===== src/rtl/riscv_arb_pkg.sv =====
`default_nettype none
// ============================================================================
// Module      : riscv_arb_pkg
// Description : Shared types and defaults for the refill memory arbiter.
// Revision    : 1.0 - initial release
// ============================================================================
package riscv_arb_pkg;

    typedef enum logic [1:0] {
        ST_IDLE   = 2'b00,
        ST_D_BUSY = 2'b01,
        ST_I_BUSY = 2'b10
    } arb_state_e;

    typedef enum logic {
        OWNER_D = 1'b0,
        OWNER_I = 1'b1
    } arb_owner_e;

    localparam int unsigned C_STARVE_LIM_DEF = 4;

endpackage
`default_nettype wire


===== src/rtl/riscv_mem_arbiter.sv =====
`default_nettype none
// ============================================================================
// Module      : riscv_mem_arbiter
// Description : Shares one refill/writeback memory port between dcache and
//               icache; dcache priority with an icache starvation limit.
//               Define RISCV_ARB_PERF_EN to add grant/stall counters.
// Revision    : 1.0 - initial release
// ============================================================================
module riscv_mem_arbiter
    import riscv_arb_pkg::*;
#(
    parameter int unsigned DATA_WIDTH = 128,
    parameter int unsigned S_ADDR     = 10,
    parameter int unsigned STARVE_LIM = C_STARVE_LIM_DEF
) (
    input  logic                  i_riscv_arb_clk,
    input  logic                  i_riscv_arb_rst_n,
    input  logic                  i_riscv_arb_d_rden,
    input  logic                  i_riscv_arb_d_wren,
    input  logic [S_ADDR-1:0]     i_riscv_arb_d_addr,
    input  logic [DATA_WIDTH-1:0] i_riscv_arb_d_wdata,
    output logic                  o_riscv_arb_d_ready,
    output logic [DATA_WIDTH-1:0] o_riscv_arb_d_rdata,
    input  logic                  i_riscv_arb_i_rden,
    input  logic [S_ADDR-1:0]     i_riscv_arb_i_addr,
    output logic                  o_riscv_arb_i_ready,
    output logic [DATA_WIDTH-1:0] o_riscv_arb_i_rdata,
    output logic                  o_riscv_arb_mem_rden,
    output logic                  o_riscv_arb_mem_wren,
    output logic [S_ADDR-1:0]     o_riscv_arb_mem_addr,
    output logic [DATA_WIDTH-1:0] o_riscv_arb_mem_wdata,
    input  logic                  i_riscv_arb_mem_ready,
    input  logic [DATA_WIDTH-1:0] i_riscv_arb_mem_rdata
`ifdef RISCV_ARB_PERF_EN
    ,
    output logic [31:0]           o_riscv_arb_d_grants,
    output logic [31:0]           o_riscv_arb_i_grants,
    output logic [31:0]           o_riscv_arb_stall_cyc
`endif
);

    localparam logic [3:0] C_STARVE_LIM = 4'(STARVE_LIM);

    // Reset asserts asynchronously but releases on a clock edge.
    logic [1:0] r_rst_sync;
    logic       w_rst_n;

    always_ff @(posedge i_riscv_arb_clk or negedge i_riscv_arb_rst_n) begin
        if (!i_riscv_arb_rst_n) begin
            r_rst_sync <= 2'b00;
        end else begin
            r_rst_sync <= {r_rst_sync[0], 1'b1};
        end
    end

    assign w_rst_n = r_rst_sync[1];

    arb_state_e            r_state;
    arb_state_e            w_state_nxt;
    logic [3:0]            r_starve;
    logic                  r_mem_rden;
    logic                  r_mem_wren;
    logic [S_ADDR-1:0]     r_mem_addr;
    logic [DATA_WIDTH-1:0] r_mem_wdata;
    logic [DATA_WIDTH-1:0] r_d_rdata;
    logic [DATA_WIDTH-1:0] r_i_rdata;
    logic                  w_d_req;
    logic                  w_d_grant;
    logic                  w_i_grant;
    logic                  w_busy_done;
    logic                  w_d_ready;
    logic                  w_i_ready;

    always_comb begin
        w_d_req     = i_riscv_arb_d_rden | i_riscv_arb_d_wren;
        w_d_grant   = 1'b0;
        w_i_grant   = 1'b0;
        w_busy_done = 1'b0;
        w_state_nxt = r_state;
        case (r_state)
            ST_IDLE: begin
                if (w_d_req && (!i_riscv_arb_i_rden || (r_starve < C_STARVE_LIM))) begin
                    w_d_grant   = 1'b1;
                    w_state_nxt = ST_D_BUSY;
                end else if (i_riscv_arb_i_rden) begin
                    w_i_grant   = 1'b1;
                    w_state_nxt = ST_I_BUSY;
                end
            end
            ST_D_BUSY, ST_I_BUSY: begin
                if (i_riscv_arb_mem_ready) begin
                    w_busy_done = 1'b1;
                    w_state_nxt = ST_IDLE;
                end
            end
            default: w_state_nxt = ST_IDLE;
        endcase
    end

    assign w_d_ready = i_riscv_arb_mem_ready && (r_state == ST_D_BUSY);
    assign w_i_ready = i_riscv_arb_mem_ready && (r_state == ST_I_BUSY);

    always_ff @(posedge i_riscv_arb_clk or negedge w_rst_n) begin
        if (!w_rst_n) begin
            r_state     <= ST_IDLE;
            r_starve    <= 4'd0;
            r_mem_rden  <= 1'b0;
            r_mem_wren  <= 1'b0;
            r_mem_addr  <= '0;
            r_mem_wdata <= '0;
            r_d_rdata   <= '0;
            r_i_rdata   <= '0;
        end else begin
            r_state <= w_state_nxt;
            if (w_d_grant) begin
                // A simultaneous read+write request is issued as a write only.
                r_mem_wren  <= i_riscv_arb_d_wren;
                r_mem_rden  <= ~i_riscv_arb_d_wren;
                r_mem_addr  <= i_riscv_arb_d_addr;
                r_mem_wdata <= i_riscv_arb_d_wdata;
                if (!i_riscv_arb_i_rden) begin
                    r_starve <= 4'd0;
                end else if (r_starve < C_STARVE_LIM) begin
                    r_starve <= r_starve + 4'd1;
                end
            end else if (w_i_grant) begin
                r_mem_wren  <= 1'b0;
                r_mem_rden  <= 1'b1;
                r_mem_addr  <= i_riscv_arb_i_addr;
                r_mem_wdata <= '0;
                r_starve    <= 4'd0;
            end else if (w_busy_done) begin
                r_mem_wren <= 1'b0;
                r_mem_rden <= 1'b0;
            end
            if (w_d_ready) begin
                r_d_rdata <= i_riscv_arb_mem_rdata;
            end
            if (w_i_ready) begin
                r_i_rdata <= i_riscv_arb_mem_rdata;
            end
        end
    end

    assign o_riscv_arb_mem_rden  = r_mem_rden;
    assign o_riscv_arb_mem_wren  = r_mem_wren;
    assign o_riscv_arb_mem_addr  = r_mem_addr;
    assign o_riscv_arb_mem_wdata = r_mem_wdata;
    assign o_riscv_arb_d_ready   = w_d_ready;
    assign o_riscv_arb_i_ready   = w_i_ready;
    // Owner sees memory data live; the other side keeps its last response.
    assign o_riscv_arb_d_rdata   = w_d_ready ? i_riscv_arb_mem_rdata : r_d_rdata;
    assign o_riscv_arb_i_rdata   = w_i_ready ? i_riscv_arb_mem_rdata : r_i_rdata;

`ifdef RISCV_ARB_PERF_EN
    logic [31:0] r_d_grants;
    logic [31:0] r_i_grants;
    logic [31:0] r_stall_cyc;
    logic        w_stall;

    // A requester already being served is not counted as waiting.
    assign w_stall = (w_d_req && (r_state != ST_D_BUSY) && !w_d_grant) ||
                     (i_riscv_arb_i_rden && (r_state != ST_I_BUSY) && !w_i_grant);

    always_ff @(posedge i_riscv_arb_clk or negedge w_rst_n) begin
        if (!w_rst_n) begin
            r_d_grants  <= 32'd0;
            r_i_grants  <= 32'd0;
            r_stall_cyc <= 32'd0;
        end else begin
            if (w_d_grant) begin
                r_d_grants <= r_d_grants + 32'd1;
            end
            if (w_i_grant) begin
                r_i_grants <= r_i_grants + 32'd1;
            end
            if (w_stall) begin
                r_stall_cyc <= r_stall_cyc + 32'd1;
            end
        end
    end

    assign o_riscv_arb_d_grants  = r_d_grants;
    assign o_riscv_arb_i_grants  = r_i_grants;
    assign o_riscv_arb_stall_cyc = r_stall_cyc;
`endif

endmodule
`default_nettype wire


===== config.mk =====
export PLATFORM = sky130hd
export DESIGN_NAME = riscv_mem_arbiter
export DESIGN_NICKNAME = d
export VERILOG_FILES = /design/src/rtl/riscv_arb_pkg.sv /design/src/rtl/riscv_mem_arbiter.sv
export SDC_FILE = /design/constraint.sdc
export NUM_CORES = 1
export LEC_CHECK = 0
export ABC_CLOCK_PERIOD_IN_PS = 15050
export CAP_MARGIN = 20
export CORE_AREA = 2 2 265 267
export DETAILED_ROUTE_END_ITERATION = 7
export DIE_AREA = 0 0 267 269
export GPL_TIMING_DRIVEN = 0
export PLACE_DENSITY = 0.58
export SLEW_MARGIN = 20
export SYNTH_ARGS = -nofsm -noshare
export SYNTH_HDL_FRONTEND = slang
export SYNTH_SLANG_ARGS = --single-unit

===== constraint.sdc =====
create_clock -name i_riscv_arb_clk -period 15.05 [get_ports i_riscv_arb_clk]
set_input_delay 3.01 -clock i_riscv_arb_clk [delete_from_list [all_inputs] [get_ports i_riscv_arb_clk]]
set_output_delay 3.01 -clock i_riscv_arb_clk [all_outputs]
set_load 0.1 [all_outputs]

==> run metrics, run 1 <==
outcome finished clean; WP data arrival 6.37 ns; WP data required 12.04 ns; clock transition at the registers of the reported paths 0.06 ns; worst-skew pair later-pin latency 0.56 ns; DRT Pass-1 Iters 4; Post-Syn Instances 933; Top cell by count, worst path clkdlybuf4s50_1; total core area slightly below 0.07 mm²; FP Rows 97; Filler cells 6630; min Tclk post-route 9.38 ns; vias in the first global route 12.0k; root buf cell clkbuf_16; Place WS 5.46 ns; Max Root-Sink Buffers 3; commonest non-fill, non-tap cells in the layout clkdlybuf4s50_1 (676), dfrtp_1 (403), mux2_2 (256), a22o_1 (130), clkbuf_16 (49); CTS tree done; total die area 0.0718 mm²; final wirelength roughly 53000 µm; most common cell after layout, fill and taps aside clkdlybuf4s50_1; TNS Setup 0 ns; critical path depth 6; Slew HR 0.258; fraction of layout cells with a size suffix above 1 0.225; # hold bufs at CTS 0; Final Max Tran Viols 0; GPL Wtd Cong 0.872; WP buf/inv 4; # resized after CTS 0; RR Endpoint r_i_rdata[88]; grt ovf 0; Max Fclk 107 MHz; Critical Path Source Type input port; Worst Path Class, Setup in2out; largest net degree at the start of global routing 58; Clock Skew 0.0176 ns; part of the Yosys area used for sequential elements 0.676; FF-to-FF Start r_state[0]; Slew @ Worst Pin 1.11 ns; DRC 0; Mapped Area 0.0150 mm²; CTS Buf Count 47; Synth Register Bits approximately 400; Initial Utilization 0.216; die width 267 µm; Final nets between 1.5k and 2k; final setup violation count 0; Starting DRT DRC Count ~460; die height ~270 µm; endpoint class of the critical path output port; final HPWL from detailed placement 41000 µm; CTS H-Tree Depth 2; Antenna Nets Post-Route 0; R2R Setup Slk 12.44 ns; worst-case reg-to-reg path depth 6; Synth Warn # 0; Worst Setup SP i_riscv_arb_mem_ready; Vias 11.1k; # Post-CTS Setup Buffers 0; RSZ-0062 raised after global routing no; crit-path leading delay family buffers and inverters; CTS sink cnt 404; CP max-delay cell clkdlybuf4s50_1; wire per inst 20.2 µm; slowest stage delay, CP 1.17 ns; Critical Path, Cell by Cell clkdlybuf4s50_1 -> nand2_1 -> clkbuf_1 -> buf_2 -> mux2_2 -> clkdlybuf4s50_1; number of hold violations in the final report 0; Hold Path Class reg2async; Yosys cell types 30; num ports 680; port bufs 677; syn_nets 1219; Area Overhead vs Synth 64.3%; initial antenna violation count 4; CP Max Fanout 11; Synth Area per Inst approximately 16 µm²; period utilization 0.623; setup ws final 5.67 ns; Global Route Usage Sum 0.142; Setup crit end o_riscv_arb_i_rdata[93]; global-route wire length before repair about 77000 µm; MaxCap Viol Count 0; routed vias/inst 4.19
[layout make-up]
cell class	count	area, µm²	area share
multi-input combinational	457	4480	0.182
tap	940	1180	0.0478
clock inverter	7	72.6	0.00295
sequential	404	10100	0.411
clock buffer	75	1390	0.0567
inverter	6	22.5	0.000916
timing repair buffer	686	6970	0.284
antenna	3	7.51	0.000305
buffer	66	352	0.0143
[state kept, by name, summed over array words and instances (netlist names)]
name / cells
r_rst_sync: 2
r_starve: 4
r_d_rdata: 128
o_riscv_arb_mem_rden: 1
o_riscv_arb_mem_wdata: 128
o_riscv_arb_mem_wren: 1
r_i_rdata: 128
r_state: 2
o_riscv_arb_mem_addr: 10
[worst reg2reg max path, cell delays in order (launching register included)]
cell and delay [ns]:
dfrtp_1 0.37, inv_1 0.09, ha_1 0.20, nand2_1 0.20
clkbuf_1 0.70, buf_2 0.49, mux2_2 0.42
[how the worst min path moves through the flow]
stage | start | end | depth (start not counted)
final | r_rst_sync[1] | o_riscv_arb_mem_wdata[12] | 0
after CTS | r_rst_sync[1] | o_riscv_arb_mem_wdata[12] | 0
after global placement | r_rst_sync[0] | r_rst_sync[1] | 0
after global routing | r_rst_sync[1] | o_riscv_arb_mem_wdata[9] | 0
after floorplan | r_rst_sync[0] | r_rst_sync[1] | 0
after detailed placement | r_rst_sync[1] | o_riscv_arb_mem_wdata[11] | 0
[per-layer routing]
layer / GRT usage / up-vias / wire length [µm]
li1: - / 4888 / -
met1: 0.161 / 5613 / 20400
met2: 0.244 / 477 / 26800
met3: 0.0458 / 104 / 4120
met4: 0.0613 / 2 / 2040
met5: 0 / - / 13
[cells in the mapped netlist]
| library cell | count | area, µm² |
|---|---|---|
| mux2_2 | 256 | 2880 |
| buf_2 | 32 | 160 |
| o32ai_1 | 1 | 8.76 |
| buf_4 | 17 | 128 |
| conb_1 | 1 | 3.75 |
| o21ai_1 | 1 | 5.00 |
| a41oi_1 | 10 | 87.6 |
| nand2b_1 | 1 | 6.26 |
| and2_1 | 1 | 6.26 |
| clkbuf_1 | 16 | 60.1 |
| o41ai_1 | 1 | 8.76 |
| or2_2 | 1 | 6.26 |
| buf_1 | 1 | 3.75 |
| ha_1 | 4 | 50.1 |
| o22ai_1 | 1 | 6.26 |
| a32o_1 | 2 | 20.0 |
| nor2_2 | 1 | 6.26 |
| o21ai_0 | 12 | 60.1 |
| o21a_1 | 1 | 7.51 |
| nor3b_1 | 1 | 7.51 |
| nor2_1 | 11 | 41.3 |
| o31a_1 | 1 | 8.76 |
| o31ai_4 | 1 | 21.3 |
| dfrtp_1 | 404 | 10100 |
| a22o_1 | 130 | 1140 |
| a41o_1 | 1 | 10.0 |
| xor2_1 | 1 | 8.76 |
| nand2_1 | 4 | 15.0 |
| inv_1 | 6 | 22.5 |
| a21oi_1 | 13 | 65.1 |
[per-stage QoR]
step	cells	cell area, µm²	hold slack (ns)	utilization
2_1_floorplan	933	15000	0.331	-
3_3_place_gp	2550	22900	0.337	0.331
3_5_place_dp	2559	23100	0.306	0.334
4_1_cts	2641	24600	0.310	0.355
5_1_grt	2643	24600	0.330	0.355
6_report	2644	24600	0.289	0.355
[cell families (layout without fill, tap and decap cells)]
| logic type | after synthesis | after routing | share of synthesized area |
|---|---|---|---|
| adders and majority gates | 4 | 4 | 0.00334 |
| xor gates and xnor gates | 1 | 1 | 0.000585 |
| AOI/OAI and AO/OA | 175 | 175 | 0.0967 |
| buffers and inverters | 72 | 840 | 0.0250 |
| and+or+nand+nor | 20 | 20 | 0.00594 |
| other | 1 | 4 | 0.000251 |
| DFF | 404 | 404 | 0.676 |
| muxes | 256 | 256 | 0.193 |
Power of run 1 is not shown: default switching activity piles up to over one toggle a cycle in this logic, so the estimate is an artifact.
==> inputs of run 2 (changes only) <==
Settings changed: ABC_CLOCK_PERIOD_IN_PS 15050 to 7800, CORE_AREA 2 2 265 267 to 2 2 262 264, DIE_AREA 0 0 267 269 to 0 0 264 266, PLACE_DENSITY 0.58 to 0.61.
Clock period 15.05 ns to 7.8 ns, I/O delays scaled along.
==> run metrics, run 2 (same netlist as run 1, synthesis figures left out) <==
outcome finished clean (unchanged); R2R Setup Slk 5.24 ns (was 12.44 ns); routed vias/inst 4.22 (was 4.19); largest net degree at the start of global routing 58 (unchanged); CTS sink cnt 404 (unchanged); # Post-CTS Setup Buffers 0 (unchanged); CTS H-Tree Depth 2 (unchanged); Final Max Tran Viols 0 (unchanged); CTS Buf Count 44 (was 47); die height 266 µm (was 269 µm); RR Endpoint r_d_rdata[41] (was r_i_rdata[88]); period utilization 0.834; DRC 0 (unchanged); Vias 10.9k (was 11.1k); total die area 0.0702 mm² (was 0.0718 mm²); total core area 0.0677 mm² (was 0.0693 mm²); worst-skew pair later-pin latency 0.55 ns (was 0.56 ns); Hold Path Class reg2async (unchanged); Starting DRT DRC Count 394 (was 461); Initial Utilization 0.221 (was 0.216); wire per inst 20.0 µm (was 20.2 µm); Max Root-Sink Buffers 3 (unchanged); Final nets 1951 (was 1954); Critical Path Source Type input port (unchanged); grt ovf 0 (unchanged); Max Fclk 154 MHz; clock transition at the registers of the reported paths 0.06 ns (about the same); FF-to-FF Start r_state[1] (was r_state[0]); initial antenna violation count 1 (was 4); GPL Wtd Cong 0.845 (was 0.872); fraction of layout cells with a size suffix above 1 0.227 (was 0.225); WP data required 6.24 ns (was 12.04 ns); commonest non-fill, non-tap cells in the layout clkdlybuf4s50_1 (677), dfrtp_1 (403), mux2_2 (256), a22o_1 (130), clkbuf_16 (45) (was clkdlybuf4s50_1 (676), dfrtp_1 (403), mux2_2 (256), a22o_1 (130), clkbuf_16 (49)); vias in the first global route 12.1k (was 12.0k); final wirelength 51500 µm (was 53300 µm); global-route wire length before repair 76300 µm (was 77200 µm); die width 264 µm (was 267 µm); # hold bufs at CTS 0 (unchanged); FP Rows 96 (was 97); min Tclk post-route 6.50 ns; root buf cell clkbuf_16 (unchanged); CP Max Fanout 11 (unchanged); final setup violation count 0 (unchanged); Min Hold Slack 0.134 ns (was 0.289 ns); most common cell after layout, fill and taps aside clkdlybuf4s50_1 (unchanged); Antenna Nets Post-Route 0 (unchanged); port bufs 677 (unchanged); # resized after CTS 0 (unchanged); number of hold violations in the final report 0 (unchanged); final HPWL from detailed placement 39900 µm (was 41000 µm); WP data arrival 4.94 ns (was 6.37 ns); DRT Pass-1 Iters 5 (was 4); RSZ-0062 raised after global routing no (unchanged); Clock Skew 0.0169 ns (was 0.0176 ns); Global Route Usage Sum 0.142 (about the same); MaxCap Viol Count 0 (unchanged); CTS tree done (unchanged); Area Overhead vs Synth 63.7% (was 64.3%); Slew @ Worst Pin 1.10 ns (was 1.11 ns); endpoint class of the critical path output port (unchanged); Slew HR 0.265 (was 0.258); Worst Path Class, Setup in2out (unchanged); worst-case reg-to-reg path depth 6 (unchanged); num ports 680 (unchanged)
-- run 2: cell types whose count changed in the layout (fill, tap and decap cells not counted), sizes merged --
cell           delta
diode             -2
clkinv            +2
clkdlybuf4s50     +1
buf               -1
bufinv            +1
clkbuf            -5
clkinvlp          -1
-- run 2: how the worst max path moves through the flow --
| stage | slack [ns] | start | cells after the start | endpoint |
|---|---|---|---|---|
| 6_report | 1.30 | i_riscv_arb_mem_ready | 6 | o_riscv_arb_d_rdata[44] |
| 5_1_grt | 1.02 | i_riscv_arb_mem_ready | 6 | o_riscv_arb_d_rdata[46] |
| 4_1_cts | 1.01 | i_riscv_arb_mem_ready | 6 | o_riscv_arb_d_rdata[44] |
| 3_5_place_dp | 1.03 | i_riscv_arb_mem_ready | 6 | o_riscv_arb_d_rdata[44] |
| 3_3_place_gp | -1.13 | r_rst_sync[1] | 0 | r_d_rdata[57] |
| 2_1_floorplan | 1.21 | r_rst_sync[1] | 0 | o_riscv_arb_mem_addr[0] |
-- run 2: through the flow --
| step | cells | area, µm² | TNS [ns] | util | worst slack [ns] |
|---|---|---|---|---|---|
| final | 2581 | 24500 | 0 | 0.362 | 1.30 |
| after global placement | 2492 | 22800 | -424.94 | 0.337 | -1.13 |
| after global routing | 2580 | 24500 | 0 | 0.362 | 1.02 |
| after floorplan | 933 | 15000 | 0 | - | 1.21 |
| after CTS | 2579 | 24500 | 0 | 0.361 | 1.01 |
| after detailed placement | 2500 | 23000 | 0 | 0.340 | 1.03 |
-- run 2: area by class of cell --
class / count / area (µm²)
fillers: 6479 / 43200
flip-flops and latches: 404 / 10100
repair buffers: 686 / 6990
multi-input cells: 457 / 4480
clock buffers: 70 / 1330
well taps: 882 / 1100
plain buffers: 66 / 354
clock inverters: 9 / 103
inverters: 6 / 22.5
diodes: 1 / 2.50
-- run 2: routing by layer --
metal  vias up  track usage  share of wire
met4         0       0.0537          0.034
met5         -            0              0
li1       4867            -              -
met2       481        0.252           0.51
met1      5461        0.159           0.39
met3        77       0.0429          0.072
-- run 2: critical path, cell delays in order --
cell and delay [ns]:
clkdlybuf4s50_1 0.49, nand2_1 0.20, clkbuf_1 0.72, buf_2 0.51
mux2_2 0.25, clkdlybuf4s50_1 1.19
Power of run 2 is left out for the same reason.
==> inputs of run 3 (changes only) <==
Settings changed: ABC_CLOCK_PERIOD_IN_PS 7800 to 6800, CORE_AREA 2 2 262 264 to 2 2 265 267, DIE_AREA 0 0 264 266 to 0 0 267 269, PLACE_DENSITY 0.61 to 0.58.
Clock period 7.8 ns to 6.8 ns, I/O delays scaled along.
==> run metrics, run 3 (same netlist as run 1, synthesis figures left out) <==
die width 267 µm (was 264 µm); vias in the first global route 11.9k (was 12.1k); Hold Crit Depth 0; Vias 10.9k (about the same); Starting DRT DRC Count 481 (was 394); Worst Path Class, Setup in2out (unchanged); CTS tree done (unchanged); outcome finished clean (unchanged); Hold Crit Endpoint r_rst_sync[1]; GPL Wtd Cong 0.850 (was 0.845); total core area 0.0693 mm² (was 0.0677 mm²); DRT Pass-1 Iters 4 (was 5); Max Root-Sink Buffers 3 (unchanged); clock transition at the registers of the reported paths 0.06 ns (about the same); min-delay src r_rst_sync[0]; RR Endpoint o_riscv_arb_mem_wdata[55] (was r_d_rdata[41]); Max Fclk 179 MHz; root buf cell clkbuf_16 (unchanged); min Tclk post-route 5.58 ns; num ports 680 (unchanged); FF-to-FF Start r_state[0] (was r_state[1]); port bufs 677 (unchanged); final setup violation count 0 (unchanged); global-route wire length before repair 76000 µm (was 76300 µm); final wirelength 52400 µm (was 51500 µm); CTS H-Tree Depth 2 (unchanged); largest net degree at the start of global routing 56 (was 58); Area Overhead vs Synth 64.7% (was 63.7%); CP Max Fanout 10 (was 11); Slew @ Worst Pin 1.09 ns (was 1.10 ns); CTS Buf Count 46 (was 44); Final Max Tran Viols 0 (unchanged); Global Route Usage Sum 0.139 (was 0.142); Place WS 1.11 ns (was 1.03 ns); endpoint class of the critical path output port (unchanged); # resized after CTS 0 (unchanged); FP Rows 97 (was 96); period utilization 0.821; R2R Setup Slk 4.60 ns (was 5.24 ns); routed vias/inst 4.12 (was 4.22); final HPWL from detailed placement 40800 µm (was 39900 µm); worst-case reg-to-reg path depth 8 (was 6); # hold bufs at CTS 0 (unchanged); initial antenna violation count 4 (was 1); Clock Skew 0.0140 ns (was 0.0169 ns); number of hold violations in the final report 0 (unchanged); commonest non-fill, non-tap cells in the layout clkdlybuf4s50_1 (677), dfrtp_1 (403), mux2_2 (256), a22o_1 (130), clkbuf_16 (49) (was clkdlybuf4s50_1 (677), dfrtp_1 (403), mux2_2 (256), a22o_1 (130), clkbuf_16 (45)); DRC 0 (unchanged); Critical Path Source Type input port (unchanged); Final nets 1952 (was 1951); Hold Path Class reg2reg (was reg2async); Slew HR 0.268 (was 0.265); WP data arrival 4.22 ns (was 4.94 ns); wire per inst 19.8 µm (was 20.0 µm); most common cell after layout, fill and taps aside clkdlybuf4s50_1 (unchanged); Final Cell Area 0.0247 mm² (was 0.0245 mm²); setup ws final 1.22 ns (was 1.30 ns); diodes inserted 0 (was 1); MaxCap Viol Count 0 (unchanged); Min Hold Slack 0.354 ns (was 0.134 ns); Initial Utilization 0.216 (was 0.221); die height 269 µm (was 266 µm); worst-skew pair later-pin latency 0.56 ns (was 0.55 ns); CTS sink cnt 404 (unchanged); RSZ-0062 raised after global routing no (unchanged); fraction of layout cells with a size suffix above 1 0.234 (was 0.227); WP data required 5.44 ns (was 6.24 ns); # Post-CTS Setup Buffers 0 (unchanged); total die area 0.0718 mm² (was 0.0702 mm²); grt ovf 0 (unchanged); Antenna Nets Post-Route 0 (unchanged); Placed Area 0.0231 mm² (was 0.0230 mm²)
[run 3: cell count changes in the layout (fill, tap and decap cells not counted)]
cell,before,now
buf_16,5,4
inv_6,2,1
diode_2,1,0
buf_12,3,4
clkinv_2,5,10
clkbuf_16,45,49
clkinvlp_4,0,6
clkbuf_8,11,9
clkbuf_1,28,18
buf_6,1,0
clkbuf_2,2,4
[run 3: cell type report]
| cell class | count | area [µm²] |
|---|---|---|
| buffer | 66 | 357 |
| tap | 940 | 1180 |
| multi-input combinational | 457 | 4480 |
| sequential | 404 | 10100 |
| clock buffer | 64 | 1370 |
| timing repair buffer | 685 | 6970 |
| inverter | 6 | 22.5 |
| fill | 6671 | 44600 |
| clock inverter | 19 | 164 |
[run 3: worst max-delay path by stage]
stage                                startpoint                       to  slack (ns)  cells past startpoint
after floorplan                   r_rst_sync[1]  o_riscv_arb_mem_addr[0]        0.21                      0
after global placement            r_rst_sync[1]           r_d_rdata[123]       -2.21                      0
final                     i_riscv_arb_mem_ready  o_riscv_arb_d_rdata[61]        1.22                      6
after CTS                 i_riscv_arb_mem_ready  o_riscv_arb_d_rdata[61]        1.10                      6
after global routing      i_riscv_arb_mem_ready  o_riscv_arb_d_rdata[78]        1.05                      6
after detailed placement  i_riscv_arb_mem_ready  o_riscv_arb_d_rdata[61]        1.11                      6
[run 3: metrics by stage]
stage | std cells | utilization | TNS, ns
after floorplan | 933 | - | 0
after global placement | 2550 | 0.331 | -857.97
after detailed placement | 2558 | 0.334 | 0
after CTS | 2641 | 0.356 | 0
after global routing | 2641 | 0.356 | 0
final | 2641 | 0.356 | 0
[run 3: layer usage]
metal | vias up | wire length [µm] | share of wire | track usage
li1 | 4883 | - | - | -
met5 | - | 13 | 0.00025 | 0
met4 | 2 | 1150 | 0.022 | 0.0395
met3 | 70 | 3580 | 0.068 | 0.0374
met1 | 5498 | 20300 | 0.39 | 0.163
met2 | 416 | 27300 | 0.52 | 0.251
[run 3: critical path: stages]
cell	delay, ns
clkdlybuf4s50_1	0.47
nand2_1	0.14
clkbuf_2	0.42
buf_2	0.38
mux2_2	0.23
clkdlybuf4s50_1	1.19
Power of run 3 is left out for the same reason.
